==> config.mk <==
export PLATFORM = sky130hd
export DESIGN_NAME = lsu_mem_stage
export DESIGN_NICKNAME = d
export VERILOG_FILES = /design/src/rtl/lsu_pkg.sv /design/src/rtl/lsu_load_align.sv /design/src/rtl/lsu_mem_stage.sv
export SDC_FILE = /design/constraint.sdc
export NUM_CORES = 1
export LEC_CHECK = 0
export ABC_AREA = 1
export CELL_PAD_IN_SITES_DETAIL_PLACEMENT = 1
export CELL_PAD_IN_SITES_GLOBAL_PLACEMENT = 1
export CORE_MARGIN = 5
export CORE_UTILIZATION = 35
export DETAILED_ROUTE_END_ITERATION = 8
export PLACE_DENSITY_LB_ADDON = 0.1
export SYNTH_ARGS = -nofsm -noshare
export SYNTH_HDL_FRONTEND = slang
export SYNTH_SLANG_ARGS = --single-unit
==> constraint.sdc <==
create_clock -name clk -period 4.3 [get_ports clk]
set_clock_uncertainty 0.15 [all_clocks]
set_input_delay 0.43 -clock clk [delete_from_list [all_inputs] [get_ports clk]]
set_output_delay 0.43 -clock clk [all_outputs]
set_load 0.03 [all_outputs]
==> src/rtl/lsu_pkg.sv <==
// rtl/lsu_pkg.sv - shared types, funct3 codes and access-width helpers for the load/store unit
package lsu_pkg;

   typedef enum logic [1:0] {
      S_IDLE = 2'd0,
      S_REQ  = 2'd1,
      S_WAIT = 2'd2,
      S_DONE = 2'd3
   } lsu_state_e;

   typedef enum logic [1:0] {
      SZ_B = 2'd0,
      SZ_H = 2'd1,
      SZ_W = 2'd2
   } lsu_size_e;

   localparam logic [2:0] F3_B  = 3'b000;
   localparam logic [2:0] F3_H  = 3'b001;
   localparam logic [2:0] F3_W  = 3'b010;
   localparam logic [2:0] F3_BU = 3'b100;
   localparam logic [2:0] F3_HU = 3'b101;

   // Undefined funct3 codes fall through to a word access.
   function automatic lsu_size_e access_size(input logic [2:0] funct3);
      case (funct3)
         F3_B, F3_BU: return SZ_B;
         F3_H, F3_HU: return SZ_H;
         default:     return SZ_W;
      endcase
   endfunction

   // Byte offset actually used: low bits the width cannot honour are dropped.
   function automatic logic [1:0] access_offset(input logic [2:0] funct3, input logic [1:0] addr_lo);
      case (access_size(funct3))
         SZ_B:    return addr_lo;
         SZ_H:    return {addr_lo[1], 1'b0};
         default: return 2'b00;
      endcase
   endfunction

   function automatic logic is_misaligned(input logic [2:0] funct3, input logic [1:0] addr_lo);
      case (access_size(funct3))
         SZ_H:    return addr_lo[0];
         SZ_W:    return addr_lo != 2'b00;
         default: return 1'b0;
      endcase
   endfunction

endpackage

==> src/rtl/lsu_load_align.sv <==
// rtl/lsu_load_align.sv - extracts the addressed lanes of a read word and sign/zero extends them
module lsu_load_align
   import lsu_pkg::*;
(
   input  logic [31:0] rdata,
   input  logic [1:0]  offset,
   input  logic [2:0]  funct3,
   output logic [31:0] data
);

   logic [31:0] shifted;

   // drop the lanes below the accessed byte, then extend to 32 bits
   always_comb begin
      shifted = rdata >> {offset, 3'b000};
      case (funct3)
         F3_B:    data = {{24{shifted[7]}}, shifted[7:0]};
         F3_BU:   data = {24'h000000, shifted[7:0]};
         F3_H:    data = {{16{shifted[15]}}, shifted[15:0]};
         F3_HU:   data = {16'h0000, shifted[15:0]};
         default: data = shifted;
      endcase
   end

endmodule

==> src/rtl/lsu_mem_stage.sv <==
// rtl/lsu_mem_stage.sv - MEM-stage load/store unit; define LSU_MISALIGN_TRAP_EN to trap misaligned accesses
module lsu_mem_stage
   import lsu_pkg::*;
#(
   parameter int ADDR_W = 32
) (
   input  logic              clk,
   input  logic              rst_n,
   input  logic              req_valid,
   input  logic              req_we,
   input  logic [2:0]        req_funct3,
   input  logic [ADDR_W-1:0] req_addr,
   input  logic [31:0]       req_wdata,
   output logic              stall,
   output logic              rsp_valid,
   output logic [31:0]       MemData,
   output logic              misalign,
   output logic              mem_req,
   output logic              mem_we,
   output logic [ADDR_W-1:0] mem_addr,
   output logic [3:0]        mem_be,
   output logic [31:0]       mem_wdata,
   input  logic              mem_gnt,
   input  logic              mem_rvalid,
   input  logic [31:0]       mem_rdata
);

   lsu_state_e        state, state_next;
   logic              we_q;
   logic [2:0]        f3_q;
   logic [ADDR_W-1:0] addr_q;
   logic [31:0]       wdata_q;
   logic              accept;
   logic              load_en;
   logic [1:0]        offset;
   logic [3:0]        be;
   logic [31:0]       lanes;
   logic [31:0]       load_data;
   logic              mis_now;

   assign accept = (state == S_IDLE) && req_valid;
   assign offset = access_offset(f3_q, addr_q[1:0]);

`ifdef LSU_MISALIGN_TRAP_EN
   logic mis_q;

   assign mis_now  = is_misaligned(req_funct3, req_addr[1:0]);
   assign misalign = (state == S_DONE) && mis_q;

   // remember whether the accepted access trapped, for the DONE pulse
   always_ff @(posedge clk or negedge rst_n) begin
      if (!rst_n)      mis_q <= 1'b0;
      else if (accept) mis_q <= mis_now;
   end
`else
   assign mis_now  = 1'b0;
   assign misalign = 1'b0;
`endif

   // capture the access on acceptance; held for the whole bus transaction
   always_ff @(posedge clk or negedge rst_n) begin
      if (!rst_n) begin
         we_q    <= 1'b0;
         f3_q    <= F3_B;
         addr_q  <= '0;
         wdata_q <= '0;
      end else if (accept) begin
         we_q    <= req_we;
         f3_q    <= req_funct3;
         addr_q  <= req_addr;
         wdata_q <= req_wdata;
      end
   end

   // byte enables and replicated store lanes for the latched access width
   always_comb begin
      be    = 4'b1111;
      lanes = wdata_q;
      case (access_size(f3_q))
         SZ_B: begin
            be    = 4'b0001 << offset;
            lanes = {4{wdata_q[7:0]}};
         end
         SZ_H: begin
            be    = 4'b0011 << offset;
            lanes = {2{wdata_q[15:0]}};
         end
         default: begin
            be    = 4'b1111;
            lanes = wdata_q;
         end
      endcase
   end

   lsu_load_align u_load_align (
      .rdata  (mem_rdata),
      .offset (offset),
      .funct3 (f3_q),
      .data   (load_data)
   );

   // state register
   always_ff @(posedge clk or negedge rst_n) begin
      if (!rst_n) state <= S_IDLE;
      else        state <= state_next;
   end

   // next state, bus drive and pipeline handshake; bus outputs stay 0 outside REQ
   always_comb begin
      state_next = state;
      stall      = 1'b0;
      rsp_valid  = 1'b0;
      load_en    = 1'b0;
      mem_req    = 1'b0;
      mem_we     = 1'b0;
      mem_addr   = '0;
      mem_be     = 4'b0000;
      mem_wdata  = 32'h0;
      case (state)
         S_IDLE: begin
            if (req_valid) begin
               stall      = 1'b1;
               state_next = mis_now ? S_DONE : S_REQ;
            end
         end
         S_REQ: begin
            stall     = 1'b1;
            mem_req   = 1'b1;
            mem_we    = we_q;
            mem_addr  = {addr_q[ADDR_W-1:2], 2'b00};
            mem_be    = be;
            mem_wdata = lanes;
            if (mem_gnt) state_next = we_q ? S_DONE : S_WAIT;
         end
         S_WAIT: begin
            stall = 1'b1;
            if (mem_rvalid) begin
               load_en    = 1'b1;
               state_next = S_DONE;
            end
         end
         default: begin
            // the core advances on this edge, so no new request is taken here
            rsp_valid  = 1'b1;
            state_next = S_IDLE;
         end
      endcase
   end

   // load result register, held until the next load returns
   always_ff @(posedge clk or negedge rst_n) begin
      if (!rst_n)       MemData <= 32'h0;
      else if (load_en) MemData <= load_data;
   end

endmodule

== Yosys cells after proc, flatten, opt, wreduce, memory -nomap -nowiden ==
Cells that the tools add are included.

* Bits in registers: 102
* Input port bits: 105
* Output and inout port bits: 105
* Word-level logic and storage cells: 47

* Equal/unequal tests: 9
* Shifts and indexed selects: 3
* Muxes and demuxes: 20
* Reduce and logical (&&, ||, !) cells: 9

{| class="wikitable"
|+ Operators with widths
! cell !! count
|-
| 32-bit one-hot mux with 4 select lines || 1
|-
| 32-bit two-way mux || 2
|-
| 32-bit one-hot mux with 2 select lines || 1
|-
| 32-bit by 5-bit >> shifter with 32-bit output || 1
|-
| 2-bit one-hot mux with 2 select lines || 2
|-
| 4-bit one-hot mux with 2 select lines || 1
|-
| 1-bit two-way mux || 7
|-
| 3-bit equality test, second input constant || 2
|-
| 2-bit two-way mux || 3
|-
| 2-bit inequality test, second input constant || 3
|-
| 2-bit one-hot mux with 3 select lines || 1
|-
| 2-bit OR reduction || 3
|-
| 2-bit by 1-bit equality test with 1-bit output, second input constant || 2
|-
| 2-bit zero test || 2
|-
| 4-bit two-way mux || 1
|-
| 1-bit by 2-bit left shift with 4-bit output, first input constant || 1
|-
| 2-bit by 2-bit left shift with 4-bit output, first input constant || 1
|-
| 3-bit by 1-bit equality test with 1-bit output, second input constant || 1
|-
| 3-bit zero test || 1
|-
| 3-bit AND reduction || 1
|-
| 3-bit OR reduction || 1
|-
| 2-bit equality test, second input constant || 1
|-
| 1-bit one-hot mux with 2 select lines || 1
|-
| 1-bit logical AND || 1
|}

== Logic depth before layout (Yosys ltp) ==
Gate-level depths: netlist of the first run.

* Word-level depth: 8
* Mapped depth: 12
* Depth with buffers taken out: 9

== By module ==
From an unflattened synthesis of the first run, not the netlist that was laid out.

* Cell total of the unflattened synthesis: 795
* Area, all modules: 5701.7 µm²

{| class="wikitable"
|+ By module, submodules not included
! module !! times used !! cells each !! area each (µm²) !! seq. area each (µm²)
|-
| lsu_mem_stage || 1 || 630 || 4890.9 || 2552.4
|-
| lsu_load_align || 1 || 165 || 810.8 || 0.0
|}

== Least setup slack after synthesis of the first run ==
Ideal clock, no wire load.

* Kind: reg-to-output
* Start: register state[1]
* End: output port mem_wdata[22]
* Arrival: 1902 ps
* Required time: 3720 ps
* Setup slack: 1818 ps
* Stages on the path, launching flop included: 7
* Path buffers: 2
* Path through: dfrtp_1 inv_1 ha_1 clkbuf_1 clkbuf_1 o21ai_0 nor2_1

* Longest elaborated chain between the ends: 2

{| class="wikitable"
|+ RTL lines
! what !! RTL line !! RTL
|-
| start: declaration || lsu_mem_stage.sv:28 || <nowiki>lsu_state_e state, state_next;</nowiki>
|-
| start signal: assignment || lsu_mem_stage.sv:105 || <nowiki>else state <= state_next;</nowiki>
|-
| 2-bit by 1-bit equality test with 1-bit output || lsu_mem_stage.sv:119 || <nowiki>case (state)</nowiki>
|-
| 32-bit two-way mux || lsu_mem_stage.sv:119 ||
|-
| end: declaration || lsu_mem_stage.sv:22 || <nowiki>output logic [31:0] mem_wdata,</nowiki>
|}

Every way passes these cells.

== Worst setup path after layout of the first run ==
* Start: register state[1]
* End: output port mem_wdata[31]

Same word-level chain as after synthesis.

==> out/metrics.cfg, run 1 <==
[logic_synthesis]
yosysUniqueCellTypes=28
syn_inst=665
synth.largest_area_cell=dfrtp_1
synth_area_leaders=dfrtp_1 46%, mux2_2 13%, nand2_1 9.7%
ys_seq_elements=102
synth_top_area_share=0.459
yosysWarningCount=0
syn_area_sq_mm=0.00556
synth_ff_type=dfrtp_1
synthArstFlopShare=1.00
synth.avg_cell_area_sq_um=8.36
synth_edf_count=0
ys_seq_area_frac=0.459

[global_routing]
grt_usage=0.205
grt_pass1_vias=5833
grt_max_degree=72
antenna_found_initial=0
grt-ovfl-total=0
grt_pass1_wl_um=29800

[floorplanning]
die_h_um=136
die_w_um=136
num_io_pins=210
fp.dieArea_sq_mm=0.0185
core_area_sq_mm=0.0157
rows=46
start_util=0.354

[clock_tree]
hold_buffers=0
postCtsSetupRepairBufs=0
clock-sinks=102
cts.clk_slew.worst_paths_ns=0.07
clk_latency_ns=0.35
cts-root-buf=clkbuf_16
cts_made_buffers=9
clk_path_buf_depth=2
cts_tree=yes
cts_resized=0
htree_levels=3

[min_path]
min_path_type=primary input to async pin

[power_and_ir_drop]
power_frac_comb=0.588
swShare=0.457
p_per_area_mw_per_mm2=792
power.switching_w=0.00290
leakagePower_nw=3.92
p_int_w=0.00346
ir_worst_vdd_mv=0.415
p_seq_frac=0.279
power.share.clock=0.134

[critical_path]
path_class=register to output pin
critical_path.reg2reg.startpoint=state[0]
cp_data_required_time_ns=3.72
path_cells=inv_1, ha_2, inv_1, nor3_1, clkdlybuf4s50_1
path_common_cell=inv_1
start_kind=register
reg2reg_depth=10
cp_max_fo=31
end_kind=output pin
r2r-end=MemData[20]
slowest_stage=clkdlybuf4s50_1
r2r_setup_slack_ns=1.71
max_stage_delay_ns=0.76
cp_data_arrival_time_ns=2.71

[routing]
first_pass_iters=4
via_per_inst=4.83
drc=0
ant_nets=0
via_count=5164
avgRoutedWirePerCell_um=17.5
wl_um=18700
drt-initial-drc-count=224

[job]
cap_violations=0

[cells_and_area]
nets=958
area_growth_pct=44.4
fill_cells=1859
drive_gt1_frac=0.142
n_antenna_cell=0

[sta]
rsz0062_at_grt=no
setup_tns_ns=0
tightest_slew_ns=1.20
setup_viol=0
drv_slew=0
fin_hold_ws_ns=0.0389
final_hold_viol_count=0
slew_headroom=0.202
period_needed_ns=3.29
fmax_mhz=304
fin_crit_sh=0.764

[placed_design]
dpl.hpwl_um=13900
portBuffers=206
routabilityCongestion=0.795

[run_status]
status=finished, final reports clean

==> synthesized netlist by cell type (8+ instances only) <==
library cell / number
nand2_1: 143
dfrtp_1: 102
inv_1: 96
nand3_1: 66
mux2_2: 65
nor2_1: 51
a21oi_1: 25
o21ai_0: 25
or2_2: 19
clkbuf_1: 15
buf_2: 14
o22ai_1: 8
==> cell usage in the layout, fill, tap and decap left out, types with 9 or more instances in the layout <==
master           Yosys  final
o21ai_0             25     25
nand3_1             66     66
mux2_2              65     65
clkbuf_16            0      9
inv_1               96     96
clkdlybuf4s50_1      0    205
dfrtp_1            102    102
a21oi_1             25     25
nand2_1            143    142
nor2_1              51     51
or2_2               19     19
==> how the worst max path moves through the flow <==
stage	start	to
2_1_floorplan	state[1]	mem_wdata[22]
3_3_place_gp	state[1]	mem_we
3_5_place_dp	state[1]	mem_wdata[31]
4_1_cts	state[1]	mem_wdata[31]
5_1_grt	state[1]	mem_wdata[31]
6_report	state[1]	mem_wdata[31]
==> area by class of cell <==
type                    count  area (sq um)  area share
flip-flops and latches    102          2550       0.318
multi-input cells         425          2420       0.302
repair buffers            212          2100       0.262
inverters                  99           373      0.0465
well taps                 216           270      0.0337
clock buffers              12           246      0.0307
clock inverters             4          55.1     0.00686
==> metal layers <==
metal,wire length (um),global-route usage,part of all wire
met5,0,0,0
met4,431,0.0666,0.023
met3,1220,0.0588,0.065
met2,9650,0.368,0.52
met1,7370,0.232,0.39
==> per-stage QoR <==
step           utilization  setup WS (ns)  area [sq um]  power [W]  std cells
3_3_place_gp         0.492           1.46          7720    0.00543       1054
2_1_floorplan            -           1.82          5570    0.00413        667
3_5_place_dp         0.492           1.37          7720    0.00556       1054
6_report             0.511           1.01          8030    0.00636       1070
4_1_cts              0.511          0.966          8030    0.00644       1070
5_1_grt              0.511          0.845          8030    0.00679       1070
==> power groups by stage <==
| stage | clock (W) | combinational, W | sequential (W) |
|---|---|---|---|
| after global routing | 0.000910 | 0.00405 | 0.00183 |
| after floorplan | 0 | 0.00216 | 0.00196 |
| after CTS | 0.000871 | 0.00379 | 0.00177 |
| final | 0.000850 | 0.00374 | 0.00177 |
| after detailed placement | 0 | 0.00377 | 0.00179 |
| after global placement | 0 | 0.00367 | 0.00175 |
==> kinds of logic (layout without fill, tap and decap cells) <==
group,count (synthesis),after routing,share of synthesized area
DFF,102,102,0.459
muxes,65,65,0.132
other,1,3,0.000674
and+or+nand+nor,292,292,0.234
adders and majority gates,4,4,0.00900
AOI/OAI and AO/OA,61,61,0.0581
buffers and inverters,140,327,0.108
==> critical path, delay by kind of cell (launching register included) <==
kind / cells / cell delay (ns)
buf+inv: 3 / 1.11
simple gates: 1 / 0.30
flops: 1 / 0.41
fa+ha+maj: 1 / 0.53
==> state kept, by name, indices dropped and copies added (netlist names) <==
name / cells
we_q: 1
f3_q: 3
addr_q: 32
state: 2
MemData: 32
wdata_q: 32
(Power assumes the default switching activity.)
==> run 2: changes to the inputs <==
CORE_UTILIZATION = 29   (was 35)
clock period = 2.9 ns   (was 4.3 ns; I/O delays follow)
==> run 2 against run 1 <==
Clock-buffer cell count is 1 lower. Critical path depth is 1 higher. Hold slack better by 0.27 ns. Flip-flop and latch count stayed put. Non-clock buffer count is 8 higher. Routed wire length is 0.99% higher.
==> out/metrics.cfg, run 2 (same netlist as run 1, synthesis figures left out) <==
[cells_and_area]
mostFrequentLayoutCells=190 x clkdlybuf4s50_1, 142 x nand2_1, 102 x dfrtp_1
reg_top3=MemData (32), addr_q (32), wdata_q (32)
area_growth_pct=46.6
layout_commonest_cell=clkdlybuf4s50_1
nets=966  ; +0.84%
final_cell_area_sq_mm=0.00815  ; +1.6%
stdcell_count=1097  ; +2.5%
drive_gt1_frac=0.161  ; +0.0196

[clock_tree]
cts-root-buf=clkbuf_16
clk_latency_ns=0.35  ; about the same
clk_path_buf_depth=2  ; unchanged
cts_made_buffers=9  ; unchanged
cts_tree=yes
cts.clk_slew.worst_paths_ns=0.08  ; about the same
clock-sinks=102  ; unchanged
htree_levels=3  ; unchanged

[critical_path]
r2r_setup_slack_ns=0.67  ; -1.04 ns
end_kind=output pin
cp_data_required_time_ns=2.46  ; -1.26 ns
crit_buf_inv=3  ; unchanged
max_stage_delay_ns=0.68  ; -0.08 ns
start_kind=register
reg2reg_depth=5  ; -5
crit_family=buffers and inverters
critical_path.reg2reg.startpoint=state[0]
r2r-end=wdata_q[30]
path_cells=inv_1, ha_2, buf_12, o21ai_0, nor2_1, clkdlybuf4s50_1
slowest_stage=clkdlybuf4s50_1
path_class=register to output pin
cp_data_arrival_time_ns=2.33  ; -0.38 ns
cp_max_fo=57  ; +84%

[sta]
fin_crit_sh=0.954
drv_slew=0  ; unchanged
slew_headroom=0.376  ; +0.174
postLayoutSetupSlackWorst_ns=0.133  ; -0.882 ns
final_hold_viol_count=0  ; unchanged
period_needed_ns=2.77
fmax_mhz=361
setup_viol=0  ; unchanged
setup_tns_ns=0  ; unchanged
tightest_slew_ns=0.936  ; -0.260 ns
rsz0062_at_grt=no
fin_hold_ws_ns=0.307  ; +0.268 ns

[global_routing]
grt-ovfl-total=0  ; unchanged
grt_pass1_vias=5715  ; -2.0%
grt_usage=0.172  ; -0.0331
grt_max_degree=72  ; unchanged
antenna_found_initial=1  ; +1
grt_pass1_wl_um=29800  ; about the same

[routing]
drt-initial-drc-count=160  ; -29%
wl_met3_um=1300  ; +6.7%
drc=0  ; unchanged
via_count=5135  ; -0.56%
first_pass_iters=4  ; unchanged
dr.max_layer_used=met4
dr_wl_met2_um=9730  ; +0.81%
via_per_inst=4.68  ; -3.0%
ant_nets=0  ; unchanged
wl_met1_um=7580  ; +2.8%
avgRoutedWirePerCell_um=17.2  ; -1.5%
wl_um=18900  ; +0.99%

[floorplanning]
rows=50  ; +8.7%
die_h_um=148  ; +9.1%
fp.dieArea_sq_mm=0.0220  ; +19%
start_util=0.296  ; -0.0576
core_area_sq_mm=0.0188  ; +19%
num_io_pins=210  ; unchanged
die_w_um=148  ; +9.1%

[job]
cap_violations=0  ; unchanged

[placed_design]
place_ws_ns=0.516  ; -0.852 ns
dp.cells=1079  ; +2.4%
routabilityCongestion=0.758  ; -4.7%
dpl.hpwl_um=14200  ; +2.4%
place_area_sq_mm=0.00780  ; +0.97%
portBuffers=206  ; unchanged

[min_path]
min_path_type=primary input to async pin

[run_status]
status=finished, final reports clean

[power_and_ir_drop]
leakagePower_nw=4.08  ; +4.1%
ir_worst_vdd_mv=0.449  ; +8.1%
p_per_area_mw_per_mm2=1170  ; +48%

run 2: area by class of cell:
cell class | instances | area [sq um]
repair buffers | 220 | 2180
diodes | 1 | 2.50
clock inverters | 5 | 86.3
clock buffers | 11 | 243
flip-flops and latches | 102 | 2550
fillers | 2196 | 10600
multi-input cells | 425 | 2420
inverters | 99 | 373
well taps | 234 | 293
run 2: power by group:
| part | internal [W] | switching [W] |
|---|---|---|
| Sequential | 0.00215 | 0.000463 |
| Combinational | 0.00230 | 0.00326 |
| Clock | 0.000792 | 0.000581 |
| Total | 0.00524 | 0.00431 |
run 2: worst max-delay path by stage:
stage,startpoint,end,slack [ns],cells past startpoint
6_report,state[1],mem_wdata[14],0.13,6
3_5_place_dp,state[1],mem_wdata[14],0.52,6
3_3_place_gp,state[1],mem_be[2],0.58,6
5_1_grt,state[1],mem_wdata[10],0.006,6
4_1_cts,state[1],mem_wdata[14],0.12,6
2_1_floorplan,state[1],mem_wdata[22],0.56,6
run 2: timing repair:
| action | CTS | global route |
|---|---|---|
| endpoints found under the setup margin | 0 | 5 |
| resized for setup | 0 | 5 |
| setup buffers | 0 | 0 |
| hold buffers | 1 | 0 |
| endpoints found under the hold margin | 37 | 0 |
run 2: metal layers:
layer / GRT usage / vias up
met5: 0 / -
met4: 0.0439 / 0
met3: 0.0558 / 18
met2: 0.306 / 135
met1: 0.198 / 2512
li1: - / 2470
run 2: through the flow:
step           power (W)  utilization
3_5_place_dp     0.00830        0.416
6_report         0.00955        0.434
3_3_place_gp     0.00817        0.416
2_1_floorplan    0.00612            -
4_1_cts          0.00972        0.434
5_1_grt           0.0102        0.434
run 2: worst reg2reg max path, stage by stage, from the launching register on:
cell and delay (ns):
dfrtp_1 0.39, inv_1 0.08, ha_1 0.24, nand2_4 0.07, buf_4 0.69, mux2_2 0.49
